**config.mk**
```make
export PLATFORM = sky130hd
export DESIGN_NAME = vga_timing_gen
export DESIGN_NICKNAME = d
export VERILOG_FILES = /design/src/rtl/vga_timing_gen.sv
export SDC_FILE = /design/constraint.sdc
export NUM_CORES = 1
export LEC_CHECK = 0
export CAP_MARGIN = 0
export CORE_UTILIZATION = 33
export DETAILED_ROUTE_END_ITERATION = 16
export GPL_TIMING_DRIVEN = 0
export PLACE_DENSITY_LB_ADDON = 0.12
export SLEW_MARGIN = 10
export SYNTH_ARGS = -nofsm -noshare
export SYNTH_HDL_FRONTEND = slang
export SYNTH_SLANG_ARGS = --single-unit
```
**constraint.sdc**
```tcl
create_clock -name clk -period 3.2 [get_ports clk]
set_input_delay 0.96 -clock clk [delete_from_list [all_inputs] [get_ports clk]]
set_output_delay 0.96 -clock clk [all_outputs]
set_load 0.05 [all_outputs]
```
**src/rtl/vga_timing_gen.sv**
```systemverilog
// 640x480@60 VGA raster timing: pixel divider, h/v counters, sync and blank decode.
// Optional VGA_RGB_REG_EN adds a colour register stage with matching sync/blank delay.
module vga_timing_gen #(
  parameter int H_ACTIVE = 640,
  parameter int H_FP     = 16,
  parameter int H_SYNC   = 96,
  parameter int H_BP     = 48,
  parameter int V_ACTIVE = 480,
  parameter int V_FP     = 10,
  parameter int V_SYNC   = 2,
  parameter int V_BP     = 33,
  parameter int CLK_DIV  = 2,
  parameter int SYNC_POL = 0
) (
  input  logic       clk,
  input  logic       rst_n,
  output logic       pix_en,
  output logic       vga_clk,
  output logic [9:0] x,
  output logic [9:0] y,
  output logic       hsync,
  output logic       vsync,
  output logic       blank_n,
  output logic       sync_n,
  output logic       line_start,
  output logic       frame_start
`ifdef VGA_RGB_REG_EN
  ,
  input  logic [7:0] r_in,
  input  logic [7:0] g_in,
  input  logic [7:0] b_in,
  output logic [7:0] r,
  output logic [7:0] g,
  output logic [7:0] b
`endif
);

  localparam int   H_TOTAL  = H_ACTIVE + H_FP + H_SYNC + H_BP;
  localparam int   V_TOTAL  = V_ACTIVE + V_FP + V_SYNC + V_BP;
  localparam int   DIV_W    = $clog2(CLK_DIV);
  localparam logic SYNC_ACT = (SYNC_POL != 0);

  logic [DIV_W-1:0] div_q, div_d;
  logic [9:0]       hcnt_q, hcnt_d;
  logic [9:0]       vcnt_q, vcnt_d;
  logic             running_q, running_d;
  logic             h_wrap, v_wrap;
  logic             hs_raw, vs_raw, blank_raw;

  assign pix_en  = (div_q == DIV_W'(CLK_DIV - 1));
  assign vga_clk = (div_q >= DIV_W'(CLK_DIV / 2));
  assign h_wrap  = (hcnt_q == 10'(H_TOTAL - 1));
  assign v_wrap  = (vcnt_q == 10'(V_TOTAL - 1));

  always_comb begin
    div_d     = pix_en ? '0 : div_q + DIV_W'(1);
    hcnt_d    = hcnt_q;
    vcnt_d    = vcnt_q;
    running_d = 1'b1;
    if (pix_en) begin
      if (h_wrap) begin
        hcnt_d = '0;
        vcnt_d = v_wrap ? '0 : vcnt_q + 10'd1;
      end else begin
        hcnt_d = hcnt_q + 10'd1;
      end
    end
  end

  always_ff @(posedge clk or negedge rst_n) begin
    if (!rst_n) begin
      div_q     <= '0;
      hcnt_q    <= '0;
      vcnt_q    <= '0;
      running_q <= 1'b0;
    end else begin
      div_q     <= div_d;
      hcnt_q    <= hcnt_d;
      vcnt_q    <= vcnt_d;
      running_q <= running_d;
    end
  end

  // Syncs and blank decode straight from the counter flops, so x/y and timing share a cycle.
  assign hs_raw = (hcnt_q >= 10'(H_ACTIVE + H_FP) && hcnt_q < 10'(H_ACTIVE + H_FP + H_SYNC))
                  ? SYNC_ACT : ~SYNC_ACT;
  assign vs_raw = (vcnt_q >= 10'(V_ACTIVE + V_FP) && vcnt_q < 10'(V_ACTIVE + V_FP + V_SYNC))
                  ? SYNC_ACT : ~SYNC_ACT;
  assign blank_raw = running_q && (hcnt_q < 10'(H_ACTIVE)) && (vcnt_q < 10'(V_ACTIVE));

  assign x           = hcnt_q;
  assign y           = vcnt_q;
  assign sync_n      = 1'b0;
  assign line_start  = pix_en && (hcnt_q == '0);
  assign frame_start = pix_en && (hcnt_q == '0) && (vcnt_q == '0);

`ifdef VGA_RGB_REG_EN
  logic       hsync_q, hsync_d, vsync_q, vsync_d, blank_q, blank_d;
  logic [7:0] r_q, r_d, g_q, g_d, b_q, b_d;

  always_comb begin
    hsync_d = hsync_q;
    vsync_d = vsync_q;
    blank_d = blank_q;
    r_d     = r_q;
    g_d     = g_q;
    b_d     = b_q;
    if (pix_en) begin
      hsync_d = hs_raw;
      vsync_d = vs_raw;
      blank_d = blank_raw;
      r_d     = blank_raw ? r_in : 8'h00;
      g_d     = blank_raw ? g_in : 8'h00;
      b_d     = blank_raw ? b_in : 8'h00;
    end
  end

  always_ff @(posedge clk or negedge rst_n) begin
    if (!rst_n) begin
      hsync_q <= ~SYNC_ACT;
      vsync_q <= ~SYNC_ACT;
      blank_q <= 1'b0;
      r_q     <= '0;
      g_q     <= '0;
      b_q     <= '0;
    end else begin
      hsync_q <= hsync_d;
      vsync_q <= vsync_d;
      blank_q <= blank_d;
      r_q     <= r_d;
      g_q     <= g_d;
      b_q     <= b_d;
    end
  end

  assign hsync   = hsync_q;
  assign vsync   = vsync_q;
  assign blank_n = blank_q;
  assign r       = r_q;
  assign g       = g_q;
  assign b       = b_q;
`else
  assign hsync   = hs_raw;
  assign vsync   = vs_raw;
  assign blank_n = blank_raw;
`endif

endmodule

```
# Word-level counts from Yosys, hierarchy flattened
# Cells that the tools add are included.
[totals]
register_bits = 22
inputBits = 2
wordCells = 30
[classes]
n_addsub = 3
magnitude_cmp = 7
n_eq_ne = 2
muxes = 5
reduce_logical = 9
[op_table]
columns = ["op", "n"]
rows = [
  ["adder 10 x 1 -> 10 bit (second input constant)", 2],
  ["== test 10 bit (second input constant)", 2],
  ["zero test 10 bit", 2],
  ["< comparator 10 bit (second input constant)", 2],
  ["< comparator 10 x 9 -> 1 bit (second input constant)", 2],
  ["two-way mux 10 bit", 2],
  [">= comparator 10 bit (second input constant)", 1],
  [">= comparator 10 x 9 -> 1 bit (second input constant)", 1],
  ["logical AND 1 bit", 6],
  ["two-way mux 1 bit", 3],
  ["AND reduction 2 bit", 1],
  ["adder 1 bit (second input constant)", 1],
  [">= comparator 1 bit (second input constant)", 1],
]

# Logic depth before layout (Yosys ltp)
# Gate-level depths: netlist of run 1.
[logic_depth]
word_depth = 3
ltp_mapped = 6
mapped_depth_nobuf = 6

# Worst setup path after synthesis of run 1
# No wires, ideal clock.
[synth_path]
path_kind = "register to output"
startpoint = "register vcnt_q[6], in the netlist y[6]"
endpoint = "output port blank_n"
arrival_ps = 2429
t_required_ps = 2240
path_slack_ps = -189
path_stages_with_launch = 4
path_buffers = 0
path_cell_list = "dfrtp_1 > nand3_1 > nor3b_1 > nor4bb_1"
[synth_via]
elab_chain_cells = 2
[synth_lines]
columns = ["element", "line", "text"]
rows = [
  ["from (decl)", "45", "logic [9:0] vcnt_q, vcnt_d;"],
  ["from (signal assigned)", "79", "vcnt_q <= vcnt_d;"],
  ["< comparator 10 x 9 -> 1 bit", "89", "assign blank_raw = running_q && (hcnt_q < 10'(H_ACTIVE)) && (vcnt_q < 10'(V_ACTIVE));"],
  ["logical AND 1 bit", "89", ""],
  ["to (decl)", "23", "output logic blank_n,"],
]
# No other way between the ends.

# Final worst setup path of run 1
[layout_path]
startpoint = "register hcnt_q[0], in the netlist x[0]"
endpoint = "output port frame_start"
[layout_via]
elab_chain_cells = 3
[layout_lines]
columns = ["element", "line", "text"]
rows = [
  ["from (decl)", "44", "logic [9:0] hcnt_q, hcnt_d;"],
  ["from (signal assigned)", "78", "hcnt_q <= hcnt_d;"],
  ["zero test 10 bit", "95", "assign frame_start = pix_en && (hcnt_q == '0) && (vcnt_q == '0);"],
  ["logical AND 1 bit (2 in series)", "95", ""],
  ["to (decl)", "26", "output logic frame_start"],
]
# No other way between the ends.

==> run_results.csv, run 1 <==
group,metric,value,unit
min_path,hold_start,"y[8]$_DFFE_PN0P_",
cts,cts_max_path_buffers,2,
critical_path,crit_type,"flip-flop to primary output",
place,portBuffers,28,
detailed_routing,routedWlPerCell,13.57,um
synth,synthCells,128,
synth,yosysTopAreaCellShare,43.65,%
global_route,grt_use_met2,25.27,%
critical_path,cp.arrival,2070,ps
sta,finalMaxSlewViolations,0,
sta,timing.final.crit_share,94.80,%
cts,post-cts-setup-buffers,0,
sta,fmaxAchievable,329.6,MHz
die,start_util,34.45,%
power,leakage,0.7211,nW
global_route,grt_pass1_vias,1001,
sta,finalSetupViolCount,0,
cts,clkLatencyLatePin,260,ps
finish,fillers,367,
global_route,grt_use_met1,19.24,%
synth,synth.avg_cell_area,9.853,sq um
critical_path,setup.worst_path.end_class,"primary output",
synth,synth-seq-cells,22,
global_route,antenna_found_initial,0,
cts,cts_root_buffer,"clkbuf_8",
place,dp_worst_setup_slack,141.6,ps
sta,setup_slack,166.3,ps
sta,hold_ws,559.8,ps
critical_path,r2r_cells,5,
finish,fin_cells,207,
synth,synth_edf_count,0,
critical_path,cp-startpoint,"x[0]$_DFFE_PN0P_",
synth,synthArstFlopShare,100.0,%
flow_run,maxCapViolCount,0,
die,core-area,3661,sq um
global_route,grt_first_pass_wirelength,4.747,mm
die,rows,22,
place,dp_hpwl,2.100,mm
global_route,grt_busiest_layer,"met2",
synth,yosysMostFrequentCell,"dfrtp_1",
detailed_routing,drt_pass1_iterations,4,
synth,yosysWarnings,0,
power,ir_drop,134.8,uV
cts,path_clk_slew,70,ps
critical_path,r2r_start,"x[1]$_DFFE_PN0P_",
finish,nets,168,
global_route,grt_overflow,0,
power,p_per_area,278.9,nW/um^2
global_route,track_usage,14.95,%
min_path,hold_class,"flip-flop to flip-flop",
sta,rsz0062_at_grt,"no",
cts,cts.sinks,22,
critical_path,cp_data_required_time,2240,ps
cts,htreeDepth,1,
synth,synthFlopType,"dfrtp_1",
cts,numCtsBuffers,3,
sta,period_needed,3034,ps
detailed_routing,vias,1028,
critical_path,cp_max_fo,4,
finish,antenna_cells,0,
sta,setup_tns,0,ps
synth,yosys-top-cells-count,"dfrtp_1, nand2_1, nand3_1, xnor2_1",
synth,ys_seq_area_share,43.65,%
global_route,grt_max_degree,23,
finish,syn_to_final_growth,30.95,%
min_path,hold-path-cell-count,1,
sta,worst_pin_slew,995.0,ps
synth,synth_top_cell_by_area,"dfrtp_1",
sta,clock_skew,6.831,ps
detailed_routing,vias_per_cell,4.966,
synth,synth_nets,135,
outcome,status,"completed",
detailed_routing,drc_errors,0,
die,ios,30,
global_route,met3_usage,2.321,%
detailed_routing,drtIter0Drc,49,
place,numPlacedInstances,204,
synth,synth_area_leaders,"dfrtp_1, xnor2_1, ha_1",
synth,synth.cell_area,1261,sq um
die,die_w,63.82,um
sta,max_slew_margin,33.46,%
place,globalplace.congestion,0.7380,
die,die_area,4073,sq um
detailed_routing,drtAntennaViolNets,0,
die,die_h,63.82,um
finish,drive_gt1_share,8.805,%
sta,finalHoldViolations,0,
detailed_routing,drt-total-wl,2.810,mm
synth,synth.distinct_cells,42,
critical_path,critPathLaunchType,"flip-flop",
cts,cts_tree,"built",
power breakdown:
| part | internal [W] | switching (W) | total, W |
|---|---|---|---|
| Combinational | 0.00000355 | 0.0000108 | 0.0000144 |
| Clock | 0.0000838 | 0.0000840 | 0.000168 |
| Sequential | 0.000278 | 0.0000000835 | 0.000278 |
worst max-delay path, stage by stage, from the launching register on:
cell	delay [ps]
dfrtp_1	410
inv_1	140
ha_1	160
nor4b_1	190
and3_1	220
and4_1	180
dlygate4sd2_1	530
layer usage:
layer / routed length (um) / vias to the layer above
met2: 1365 / 21
met3: 87 / 2
met1: 1339 / 487
li1: - / 518
met5: 0 / -
met4: 18 / 0
kinds of logic (layout without fill, tap and decap cells):
group | after synthesis | count (layout) | share of synthesized area [%]
simple gates | 58 | 58 | 28.87
flops | 22 | 22 | 43.65
xor+xnor | 10 | 10 | 6.945
fa+ha+maj | 5 | 5 | 4.960
compound gates | 16 | 16 | 7.838
other cells | 2 | 2 | 0.5955
mux | 2 | 2 | 1.984
buf+inv | 13 | 44 | 5.159
worst paths after layout:
kind	endpoint	slack, ps
hold / removal	y[8]$_DFFE_PN0P_	560
max in group asynchronous	y[5]$_DFFE_PN0P_	1350
setup / recovery	frame_start	170
min in group asynchronous	y[4]$_DFFE_PN0P_	1250
hold reg to reg	y[8]$_DFFE_PN0P_	560
setup reg to reg	y[4]$_DFFE_PN0P_	1250
metrics by stage:
step	total power, W	util (%)	cell area (sq um)
after floorplan	0.0002908	-	1267
after global placement	0.0002990	43.92	1608
after detailed placement	0.0002990	43.92	1608
after CTS	0.0004679	44.98	1647
after global routing	0.0004799	45.11	1652
final	0.0004606	45.11	1652
cell usage in the layout (no fill, tap or decap), types with 2 or more instances in the layout:
| cell type | n |
|---|---|
| inv_1 | 7 |
| o21ai_0 | 5 |
| nand2_1 | 9 |
| buf_4 | 2 |
| conb_1 | 2 |
| clkbuf_8 | 3 |
| xor2_1 | 2 |
| nand3_1 | 9 |
| a21oi_1 | 2 |
| clkdlybuf4s50_1 | 24 |
| nor4_1 | 3 |
| dfrtp_1 | 22 |
| nor2b_1 | 2 |
| and4_1 | 2 |
| nand4_1 | 4 |
| ha_1 | 5 |
| xnor2_1 | 8 |
| nor2_1 | 7 |
| and3_1 | 3 |
| dlymetal6s2s_1 | 2 |
| a31oi_1 | 4 |
| dlygate4sd2_1 | 2 |
| nor4b_1 | 4 |
| clkbuf_1 | 2 |
| nor3_1 | 3 |
layout make-up:
cell class | count | area [sq um] | area share [%]
sequential | 22 | 550.5 | 33.33
multi-input combinational | 93 | 651.9 | 39.47
tap | 48 | 60.06 | 3.636
inverter | 7 | 26.28 | 1.591
buffer | 6 | 38.79 | 2.348
timing repair buffer | 28 | 282.8 | 17.12
clock buffer | 3 | 41.29 | 2.500
registers in the layout, summed over array words and instances (netlist names):
signal	cells
pix_en	1
running_q	1
x	10
y	10
repair_timing:
item                                    CTS  global route
hold buffers                              0             0
pin swaps                                 0             0
resized for setup                         2             2
endpoints found under the setup margin    2             3
(Power assumes the default switching activity.)
==> run 2: changes to the inputs <==
CORE_ASPECT_RATIO = 0.75   (was default)
==> run 2 against run 1 <==
Sequential power hardly changed. First-iteration DRC count is 6.1% lower. Die area about the same. Via count increased by 2.2%. Non-clock buffer count did not move. Largest power group unchanged. Routed wire length grew 4.5%. Largest cell class unchanged. Cell area about the same.
==> run_results.csv, run 2 (synthesis gave the netlist of run 1 again) <==
group,metric,value,unit
outcome,status,"completed",
die,die_w,73.39,um
sta,rsz0062_at_grt,"no",
critical_path,cp_max_fo,7,
sta,period_needed,3091,ps
sta,worst_pin_slew,1001,ps
detailed_routing,routedWlPerCell,13.91,um
finish,drive_gt1_share,9.434,%
cts,cts_hold_buffers,0,
sta,hold_ws,562.9,ps
die,ios,30,
flow_run,maxCapViolCount,0,
finish,post-route-util,45.15,%
critical_path,setup.worst_path.end_class,"primary output",
sta,clock_skew,3.669,ps
detailed_routing,drt_pass1_iterations,4,
detailed_routing,drtAntennaViolNets,0,
global_route,grt_overflow,0,
sta,finalSetupViolCount,0,
cts,cts_max_path_buffers,2,
detailed_routing,drt-total-wl,2.936,mm
die,start_util,34.45,%
global_route,grt_first_pass_wirelength,4.692,mm
cts,htreeDepth,1,
sta,finalMaxSlewViolations,0,
finish,syn_to_final_growth,31.05,%
place,dp_hpwl,2.189,mm
finish,fin_area,1653,sq um
global_route,grt_pass1_vias,906,
power,ir_drop,157.4,uV
place,portBuffers,28,
power,leakage,0.7175,nW
critical_path,cp_data_required_time,2240,ps
place,dp_worst_setup_slack,116.3,ps
cts,clkLatencyLatePin,260,ps
detailed_routing,vias,1051,
die,rows,19,
finish,mostFrequentLayoutCells,"clkdlybuf4s50_1, dfrtp_1, nand2_1, nand3_1, xnor2_1",
global_route,track_usage,15.54,%
cts,cts_tree,"built",
die,core-area,3661,sq um
power,p_per_area,280.6,nW/um^2
sta,max_slew_margin,33.08,%
finish,antenna_cells,0,
cts,cts.sinks,22,
place,postPlaceCellArea,1613,sq um
detailed_routing,vias_per_cell,4.981,
finish,fillers,363,
critical_path,cp.arrival,2130,ps
die,die_area,4076,sq um
sta,timing.final.crit_share,96.59,%
sta,setup_slack,109.2,ps
detailed_routing,drc_errors,0,
cts,path_clk_slew,80,ps
cts,numCtsBuffers,3,
critical_path,critPathLaunchType,"flip-flop",
critical_path,crit_type,"flip-flop to primary output",
sta,fmaxAchievable,323.5,MHz
cts,post-cts-setup-buffers,0,
finish,nets,168,
sta,finalHoldViolations,0,
detailed_routing,drtIter0Drc,46,
die,die_h,55.54,um
finish,final_common_cell,"clkdlybuf4s50_1",
min_path,hold_class,"flip-flop to flip-flop",
global_route,grt_max_degree,23,
sta,setup_tns,0,ps
place,globalplace.congestion,0.8579,
cts,cts_root_buffer,"clkbuf_8",
global_route,antenna_found_initial,0,
[run 2: cell types whose count changed in the layout (fill, tap and decap cells not counted), sizes merged]
cell / previous run / this run
dlygate4sd2: 2 / 1
clkbuf: 5 / 6
[run 2: metal layers]
layer / global-route usage (%) / wire length [um] / up-vias
met5: 0 / 0 / -
met4: 4.945 / 47 / 0
met3: 4.562 / 148 / 4
met2: 20.11 / 1156 / 28
met1: 24.33 / 1583 / 497
li1: - / - / 522
[run 2: critical path, cell delays in order, from the launching register on]
cell             delay [ps]
dfrtp_1                 460
nand3_1                 160
nor3b_1                  90
nor4bb_2                300
clkdlybuf4s50_1         860
[run 2: power breakdown]
| part | internal [W] | leakage, nW | switching (W) | total, W |
|---|---|---|---|---|
| logic | 0.00000356 | 0.405 | 0.0000110 | 0.0000146 |
| registers | 0.000278 | 0.291 | 0.000000150 | 0.000279 |
| clock network | 0.0000841 | 0.0216 | 0.0000865 | 0.000171 |
| total | 0.000366 | 0.717 | 0.0000976 | 0.000464 |
[run 2: final timing paths]
kind | start | endpoint | slack (ps) | cells past startpoint
min in group asynchronous | rst_n | y[5]$_DFFE_PN0P_ | 1240 | 1
hold / removal | y[8]$_DFFE_PN0P_ | y[8]$_DFFE_PN0P_ | 560 | 1
setup / recovery | y[6]$_DFFE_PN0P_ | blank_n | 110 | 4
hold reg to reg | y[8]$_DFFE_PN0P_ | y[8]$_DFFE_PN0P_ | 560 | 1
max in group asynchronous | rst_n | x[1]$_DFFE_PN0P_ | 1350 | 1
setup reg to reg | pix_en$_DFF_PN0_ | y[4]$_DFFE_PN0P_ | 1210 | 5
[run 2: area by class of cell]
type                       instances  area [sq um]  area share [%]
sequential                        22         550.5           33.31
multi-input combinational         93         651.9           39.44
inverter                           7         26.28           1.590
clock buffer                       3         41.29           2.498
buffer                             6         38.79           2.347
timing repair buffer              28         279.0           16.88
tap                               52         65.06           3.936
[run 2: what timing repair did]
action	in CTS	in global routing
endpoints found under the hold margin	0	0
setup endpoints to repair	2	3
cloned	0	0
resized for setup	2	4
[run 2: per-stage QoR]
step / power (W) / cells
5_1_grt: 0.0004832 / 211
6_report: 0.0004638 / 211
3_3_place_gp: 0.0002993 / 208
4_1_cts: 0.0004730 / 211
3_5_place_dp: 0.0002991 / 208
2_1_floorplan: 0.0002908 / 128
